<file path="src/rtl/axi_rd_arb_pkg.sv">
`timescale 1ns/1ps
`default_nettype none
// ============================================================================
// Module   : axi_rd_arb_pkg
// Purpose  : Shared state encoding, AXI constants and beat-count helper for
//            the 2:1 AXI read arbiter.
// Revision : 1.0 - initial release
// ============================================================================
package axi_rd_arb_pkg;

  typedef enum logic [1:0] {
    IDLE = 2'd0,
    AR   = 2'd1,
    R    = 2'd2
  } arb_state_e;

  localparam logic [1:0] BURST_FIXED = 2'b00;
  localparam logic [1:0] BURST_INCR  = 2'b01;
  localparam logic [1:0] BURST_WRAP  = 2'b10;

  localparam logic [1:0] RESP_OKAY   = 2'b00;
  localparam logic [1:0] RESP_EXOKAY = 2'b01;
  localparam logic [1:0] RESP_SLVERR = 2'b10;
  localparam logic [1:0] RESP_DECERR = 2'b11;

  // cnt is the number of beats already accepted before the current one.
  // A last beat must land exactly on index len; a non-last beat on index len
  // means the master is running past the requested length.
  function automatic logic beat_len_error(input logic [8:0] cnt,
                                          input logic [7:0] len,
                                          input logic       last);
    logic w_on_len;
    w_on_len = (cnt == {1'b0, len});
    return last ? !w_on_len : w_on_len;
  endfunction

endpackage
`default_nettype wire

</file>
<file path="src/rtl/axi_rd_arbiter_2x1_rr_arb2.sv">
`timescale 1ns/1ps
`default_nettype none
// ============================================================================
// Module   : rr_arb2
// Purpose  : Two-way round-robin grant selection, purely combinational.
// Revision : 1.0 - initial release
// ============================================================================
module rr_arb2 (
  input  logic [1:0] req,
  input  logic       last_grant,
  output logic       grant,
  output logic       grant_valid
);

  always_comb begin
    grant_valid = |req;
    grant       = 1'b0;
    unique case (req)
      2'b01:   grant = 1'b0;
      2'b10:   grant = 1'b1;
      2'b11:   grant = ~last_grant;
      default: grant = 1'b0;
    endcase
  end

endmodule
`default_nettype wire

</file>
<file path="src/rtl/axi_rd_arbiter_2x1.sv">
`timescale 1ns/1ps
`default_nettype none
// ============================================================================
// Module   : axi_rd_arbiter_2x1
// Purpose  : Shares one AXI4 read master port between instruction-fetch (s0)
//            and data/refill (s1) requesters, one burst in flight at a time.
// Revision : 1.0 - initial release
// ============================================================================
module axi_rd_arbiter_2x1
  import axi_rd_arb_pkg::*;
#(
  parameter int ADDR_W = 32,
  parameter int DATA_W = 32
) (
  input  logic              clk,
  input  logic              rst,
  // requester 0
  input  logic              s0_arvalid,
  output logic              s0_arready,
  input  logic [ADDR_W-1:0] s0_araddr,
  input  logic [7:0]        s0_arlen,
  input  logic [2:0]        s0_arsize,
  input  logic [1:0]        s0_arburst,
  output logic              s0_rvalid,
  input  logic              s0_rready,
  output logic [DATA_W-1:0] s0_rdata,
  output logic [1:0]        s0_rresp,
  output logic              s0_rlast,
  // requester 1
  input  logic              s1_arvalid,
  output logic              s1_arready,
  input  logic [ADDR_W-1:0] s1_araddr,
  input  logic [7:0]        s1_arlen,
  input  logic [2:0]        s1_arsize,
  input  logic [1:0]        s1_arburst,
  output logic              s1_rvalid,
  input  logic              s1_rready,
  output logic [DATA_W-1:0] s1_rdata,
  output logic [1:0]        s1_rresp,
  output logic              s1_rlast,
  // master
  output logic              m_arvalid,
  input  logic              m_arready,
  output logic [ADDR_W-1:0] m_araddr,
  output logic [7:0]        m_arlen,
  output logic [2:0]        m_arsize,
  output logic [1:0]        m_arburst,
  input  logic              m_rvalid,
  output logic              m_rready,
  input  logic [DATA_W-1:0] m_rdata,
  input  logic [1:0]        m_rresp,
  input  logic              m_rlast,
  // status
  output logic              len_err,
  output logic              busy
);

  arb_state_e        r_state;
  arb_state_e        w_state_nxt;
  logic              r_last_grant;
  logic              r_grant;
  logic [ADDR_W-1:0] r_addr;
  logic [7:0]        r_len;
  logic [2:0]        r_size;
  logic [1:0]        r_burst;
  logic [8:0]        r_beat_cnt;

  logic              w_arb_grant;
  logic              w_arb_valid;
  logic              w_req_hs;
  logic              w_beat;
  logic              w_in_r;

  rr_arb2 u_rr_arb2 (
    .req         ({s1_arvalid, s0_arvalid}),
    .last_grant  (r_last_grant),
    .grant       (w_arb_grant),
    .grant_valid (w_arb_valid)
  );

  // arready is a function of state and arvalid only, so every arready is a
  // completed handshake in the same cycle.
  assign w_req_hs = (r_state == IDLE) && w_arb_valid;
  assign w_in_r   = (r_state == R);
  assign w_beat   = w_in_r && m_rvalid && m_rready;

  always_comb begin
    w_state_nxt = r_state;
    unique case (r_state)
      IDLE:    if (w_req_hs)               w_state_nxt = AR;
      AR:      if (m_arready)              w_state_nxt = R;
      R:       if (w_beat && m_rlast)      w_state_nxt = IDLE;
      default:                             w_state_nxt = IDLE;
    endcase
  end

  always_ff @(posedge clk) begin
    if (rst) begin
      r_state      <= IDLE;
      r_last_grant <= 1'b1;
      r_grant      <= 1'b0;
      r_addr       <= '0;
      r_len        <= '0;
      r_size       <= '0;
      r_burst      <= '0;
      r_beat_cnt   <= '0;
    end else begin
      r_state <= w_state_nxt;
      if (w_req_hs) begin
        r_grant    <= w_arb_grant;
        r_addr     <= w_arb_grant ? s1_araddr  : s0_araddr;
        r_len      <= w_arb_grant ? s1_arlen   : s0_arlen;
        r_size     <= w_arb_grant ? s1_arsize  : s0_arsize;
        r_burst    <= w_arb_grant ? s1_arburst : s0_arburst;
        r_beat_cnt <= '0;
      end
      if (w_beat) begin
        r_beat_cnt <= r_beat_cnt + 9'd1;
        if (m_rlast) r_last_grant <= r_grant;
      end
    end
  end

  // Master AR channel is driven only from the captured fields.
  assign m_arvalid  = (r_state == AR);
  assign m_araddr   = r_addr;
  assign m_arlen    = r_len;
  assign m_arsize   = r_size;
  assign m_arburst  = r_burst;

  assign s0_arready = w_req_hs && !w_arb_grant;
  assign s1_arready = w_req_hs &&  w_arb_grant;

  always_comb begin
    m_rready  = 1'b0;
    s0_rvalid = 1'b0;
    s0_rdata  = '0;
    s0_rresp  = '0;
    s0_rlast  = 1'b0;
    s1_rvalid = 1'b0;
    s1_rdata  = '0;
    s1_rresp  = '0;
    s1_rlast  = 1'b0;
    if (w_in_r) begin
      if (r_grant) begin
        m_rready  = s1_rready;
        s1_rvalid = m_rvalid;
        s1_rdata  = m_rdata;
        s1_rresp  = m_rresp;
        s1_rlast  = m_rlast;
      end else begin
        m_rready  = s0_rready;
        s0_rvalid = m_rvalid;
        s0_rdata  = m_rdata;
        s0_rresp  = m_rresp;
        s0_rlast  = m_rlast;
      end
    end
  end

  assign len_err = w_beat && beat_len_error(r_beat_cnt, r_len, m_rlast);
  assign busy    = (r_state != IDLE);

endmodule
`default_nettype wire

</file>
<file path="config.mk">
export PLATFORM = sky130hd
export DESIGN_NAME = axi_rd_arbiter_2x1
export DESIGN_NICKNAME = d
export VERILOG_FILES = /design/src/rtl/axi_rd_arb_pkg.sv /design/src/rtl/axi_rd_arbiter_2x1_rr_arb2.sv /design/src/rtl/axi_rd_arbiter_2x1.sv
export SDC_FILE = /design/constraint.sdc
export NUM_CORES = 1
export LEC_CHECK = 0
export BUFFER_PORTS_ARGS = -buffer_cell sky130_fd_sc_hd__buf_2
export CORE_ASPECT_RATIO = 1.1
export CORE_MARGIN = 3
export CORE_UTILIZATION = 30
export DETAILED_ROUTE_END_ITERATION = 10
export GPL_ROUTABILITY_DRIVEN = 0
export PLACE_DENSITY = 0.67
export SLEW_MARGIN = 20
export SYNTH_ARGS = -nofsm -noshare
export SYNTH_HDL_FRONTEND = slang
export SYNTH_SLANG_ARGS = --single-unit
</file>
<file path="constraint.sdc">
create_clock -name clk -period 2.1 [get_ports clk]
set_clock_uncertainty 0.15 [all_clocks]
set_input_delay 0.42 -clock clk [delete_from_list [all_inputs] [get_ports clk]]
set_output_delay 0.42 -clock clk [all_outputs]
set_load 0.02 [all_outputs]
</file>
==> results.py <==
metrics = {
    "layout": {
        "nets": 730,
        "layout-drive-gt1-share": 0.634,
        "fin_util": 0.597,
        "antenna_cells": 0,
        "fillers": 751,
        "areaGrowthSynthToFinish_pct": 89.7,
    },
    "die": {
        "fp-row-count": 36,
        "start_util": 0.315,
        "die_w_um": 98.9,
        "coreArea_um2": 9050,
        "die_h_um": 108,
        "io_pins": 256,
        "dieArea_um2": 10700,
    },
    "logic_synthesis": {
        "yosys_register_bits": 58,
        "avgSynthCellArea_um2": 8.63,
        "synth_cells": 330,
        "synthArstFlopShare": 0,
        "yosys_warnings": 0,
        "ys_seq_area_frac": 0.408,
        "synth_edf_count": 0,
        "synth_cell_type_count": 35,
        "netlist_area_um2": 2850,
        "synth.net_count": 464,
        "ys.flop_type": "dfxtp_1",
    },
    "worst_setup_path": {
        "critical_path_class": "reg2out",
        "crit_end": "len_err",
        "cp-end-kind": "primary output",
        "cp_data_required_time_ns": 1.53,
        "ff2ff_path_depth": 5,
        "crit_arrival_ns": 1.74,
        "path_max_fanout": 4,
        "startpoint": "r_beat_cnt[7]$_SDFFE_PP0P_",
        "rr_endpoint": "r_beat_cnt[7]$_SDFFE_PP0P_",
        "r2r_start": "r_state[0]$_SDFFE_PP0P_",
        "cp-start-kind": "flip-flop",
        "reg2reg_setup_slack_ns": 0.15,
    },
    "drt": {
        "drc": 0,
        "viasPerCell": 5.31,
        "final_antenna_net_count": 0,
        "vias": 3795,
        "drt_first_pass_iters": 8,
        "wire_per_inst_um": 18.6,
        "routed_wl_mm": 13.3,
        "initialDrtViolationCount": 355,
    },
    "placed_design": {
        "pre_cts_slack_ns": 0.0424,
        "dp.final_hpwl_mm": 8.70,
        "numPortBuffers": 255,
    },
    "sta": {
        "rsz0062_at_grt": "true",
        "drv_slew": 0,
        "final_critical_path_setup_slack_ns": -0.206,
        "hold_violations": 0,
        "fmax_mhz": 434,
        "setup_viol": 10,
        "period_needed_ns": 2.31,
        "slew_headroom": 0.603,
        "min_period_over_period": 1.10,
        "worst_slew_pin_slew_ns": 0.595,
    },
    "status": {
        "status": "complete, but fails checks",
        "violations": "setup timing",
    },
    "pwr": {
        "power_density_nw_per_um2": 613,
        "p_seq_frac": 0.375,
        "power_frac_comb": 0.278,
        "ir_worst_vdd_mv": 0.353,
        "power_uw": 3310,
        "p_leak_uw": 0.00263,
        "clkPwrFrac": 0.346,
        "p_sw_uw": 1020,
        "swShare": 0.307,
        "p_int_uw": 2290,
    },
    "hold_path": {
        "hp-start": "m_arready",
        "min_path_type": "in2reg",
    },
    "global_route": {
        "gr-total-overflow": 0,
        "antenna_found_initial": 1,
        "grt_pass1_wl_mm": 17.0,
        "grt.total_usage": 0.196,
        "grt_pass1_vias": 3502,
        "grt_max_degree": 37,
    },
    "clock_tree": {
        "clkTransAtPathRegs_ns": 0.07,
        "cts_made_buffers": 9,
        "clock_latency_ns": 0.33,
        "htree_levels": 3,
        "root_buffer": "clkbuf_8",
        "cts_buffer_depth": 2,
        "cts_tree": "done",
        "cts.sinks": 58,
    },
    "flow_run": {
        "cap_violations": 0,
    },
}
## Yosys cell counts, drive strengths merged, types with 2 or more instances
master,count,area share
nand2,5,0.0066
buf,5,0.0092
nor4,3,0.0066
clkbuf,26,0.034
o311ai,2,0.0061
or4,2,0.0053
nand2b,4,0.0088
nor2,56,0.074
nor3,4,0.0070
mux2i,2,0.0083
dfxtp,58,0.41
xnor2,9,0.028
and3,2,0.0044
or3,2,0.0053
a222oi,45,0.16
a21oi,7,0.012
nand4,3,0.0066
and2,72,0.16
inv,2,0.0026
nand3,8,0.014
## how the worst min path moves through the flow
stage	to	slack, ns	depth (start not counted)
global route	r_state[1]$_SDFFE_PP0P_	0.17	3
finish	r_state[1]$_SDFFE_PP0P_	0.18	3
detailed placement	m_araddr[30]$_SDFFE_PP0P_	0.33	2
CTS	r_state[1]$_SDFFE_PP0P_	0.15	3
floorplan	r_last_grant$_SDFFE_PP1P_	0.30	1
global placement	r_last_grant$_SDFFE_PP1P_	0.32	1
## layer usage
| metal | vias up | part of all wire | track usage |
|---|---|---|---|
| met1 | 1796 | 0.37 | 0.242 |
| met3 | 21 | 0.10 | 0.0748 |
| met4 | 2 | 0.015 | 0.0498 |
| met5 | - | 0.00053 | 0 |
| met2 | 228 | 0.52 | 0.321 |
| li1 | 1748 | - | - |
## final cells by class
type | count | area [um2] | area share
clock inverters | 7 | 103 | 0.0190
multi-input cells | 239 | 1750 | 0.323
well taps | 114 | 143 | 0.0264
inverters | 2 | 7.51 | 0.00139
flip-flops and latches | 58 | 1180 | 0.218
repair buffers | 286 | 2100 | 0.389
clock buffers | 9 | 124 | 0.0229
## layout by cell type, fill, tap and decap left out, types with 3 or more instances in the layout
master and instances:
buf_4 25, buf_12 4, and2_1 19, nor2_1 54, clkbuf_16 5, xnor2_1 7, nor3_1 4, buf_2 184
a222oi_1 45, dfxtp_2 11, a21oi_1 7, dfxtp_1 46, buf_6 65, clkinv_4 3, nand2b_1 3, nand2_1 5
clkbuf_8 9, nand3_1 8, and2_4 53, nand4_1 3
## through the flow
stage	TNS, ns	std cells	cell area, um2	hold slack (ns)
floorplan	0	330	2850	0.299
global placement	0	687	4340	0.317
detailed placement	0	687	4340	0.335
CTS	-0.232	704	4640	0.153
global route	-3.25	715	5410	0.172
finish	-0.293	715	5410	0.183
## worst max-delay path, stage by stage, from the launching register on
cell and delay (ns):
dfxtp_2 0.34, xnor2_1 0.16, nand4_1 0.14, nor4_2 0.26
buf_4 0.16, mux2i_1 0.19, buf_4 0.17
## kinds of logic after synthesis
family / Yosys count / share of synthesized area
simple gates: 165 / 0.307
buf+inv: 33 / 0.0461
mux: 3 / 0.0123
compound gates: 60 / 0.192
fa+ha+maj: 1 / 0.00439
flops: 58 / 0.408
xor+xnor: 10 / 0.0307
## state kept, by name, summed over array words and instances (netlist names)
name	cells
r_last_grant	1
m_arlen	8
m_arsize	3
m_arburst	2
m_araddr	32
r_state	2
r_grant	1
r_beat_cnt	9
## timing repair
item	in CTS	in global routing
setup endpoints to repair	73	59
resized for setup	19	196
gates cloned	1	9
hold buffers	0	0
setup buffers	0	2
pin swaps	1	44
## power groups by stage
stage	clock, uW	combinational [uW]	sequential (uW)
after CTS	1190	813	1240
after global placement	0	781	1260
after global routing	1240	987	1250
after floorplan	0	345	1350
after detailed placement	0	791	1260
final	1150	922	1240
Power figures use the tool's default switching activity.
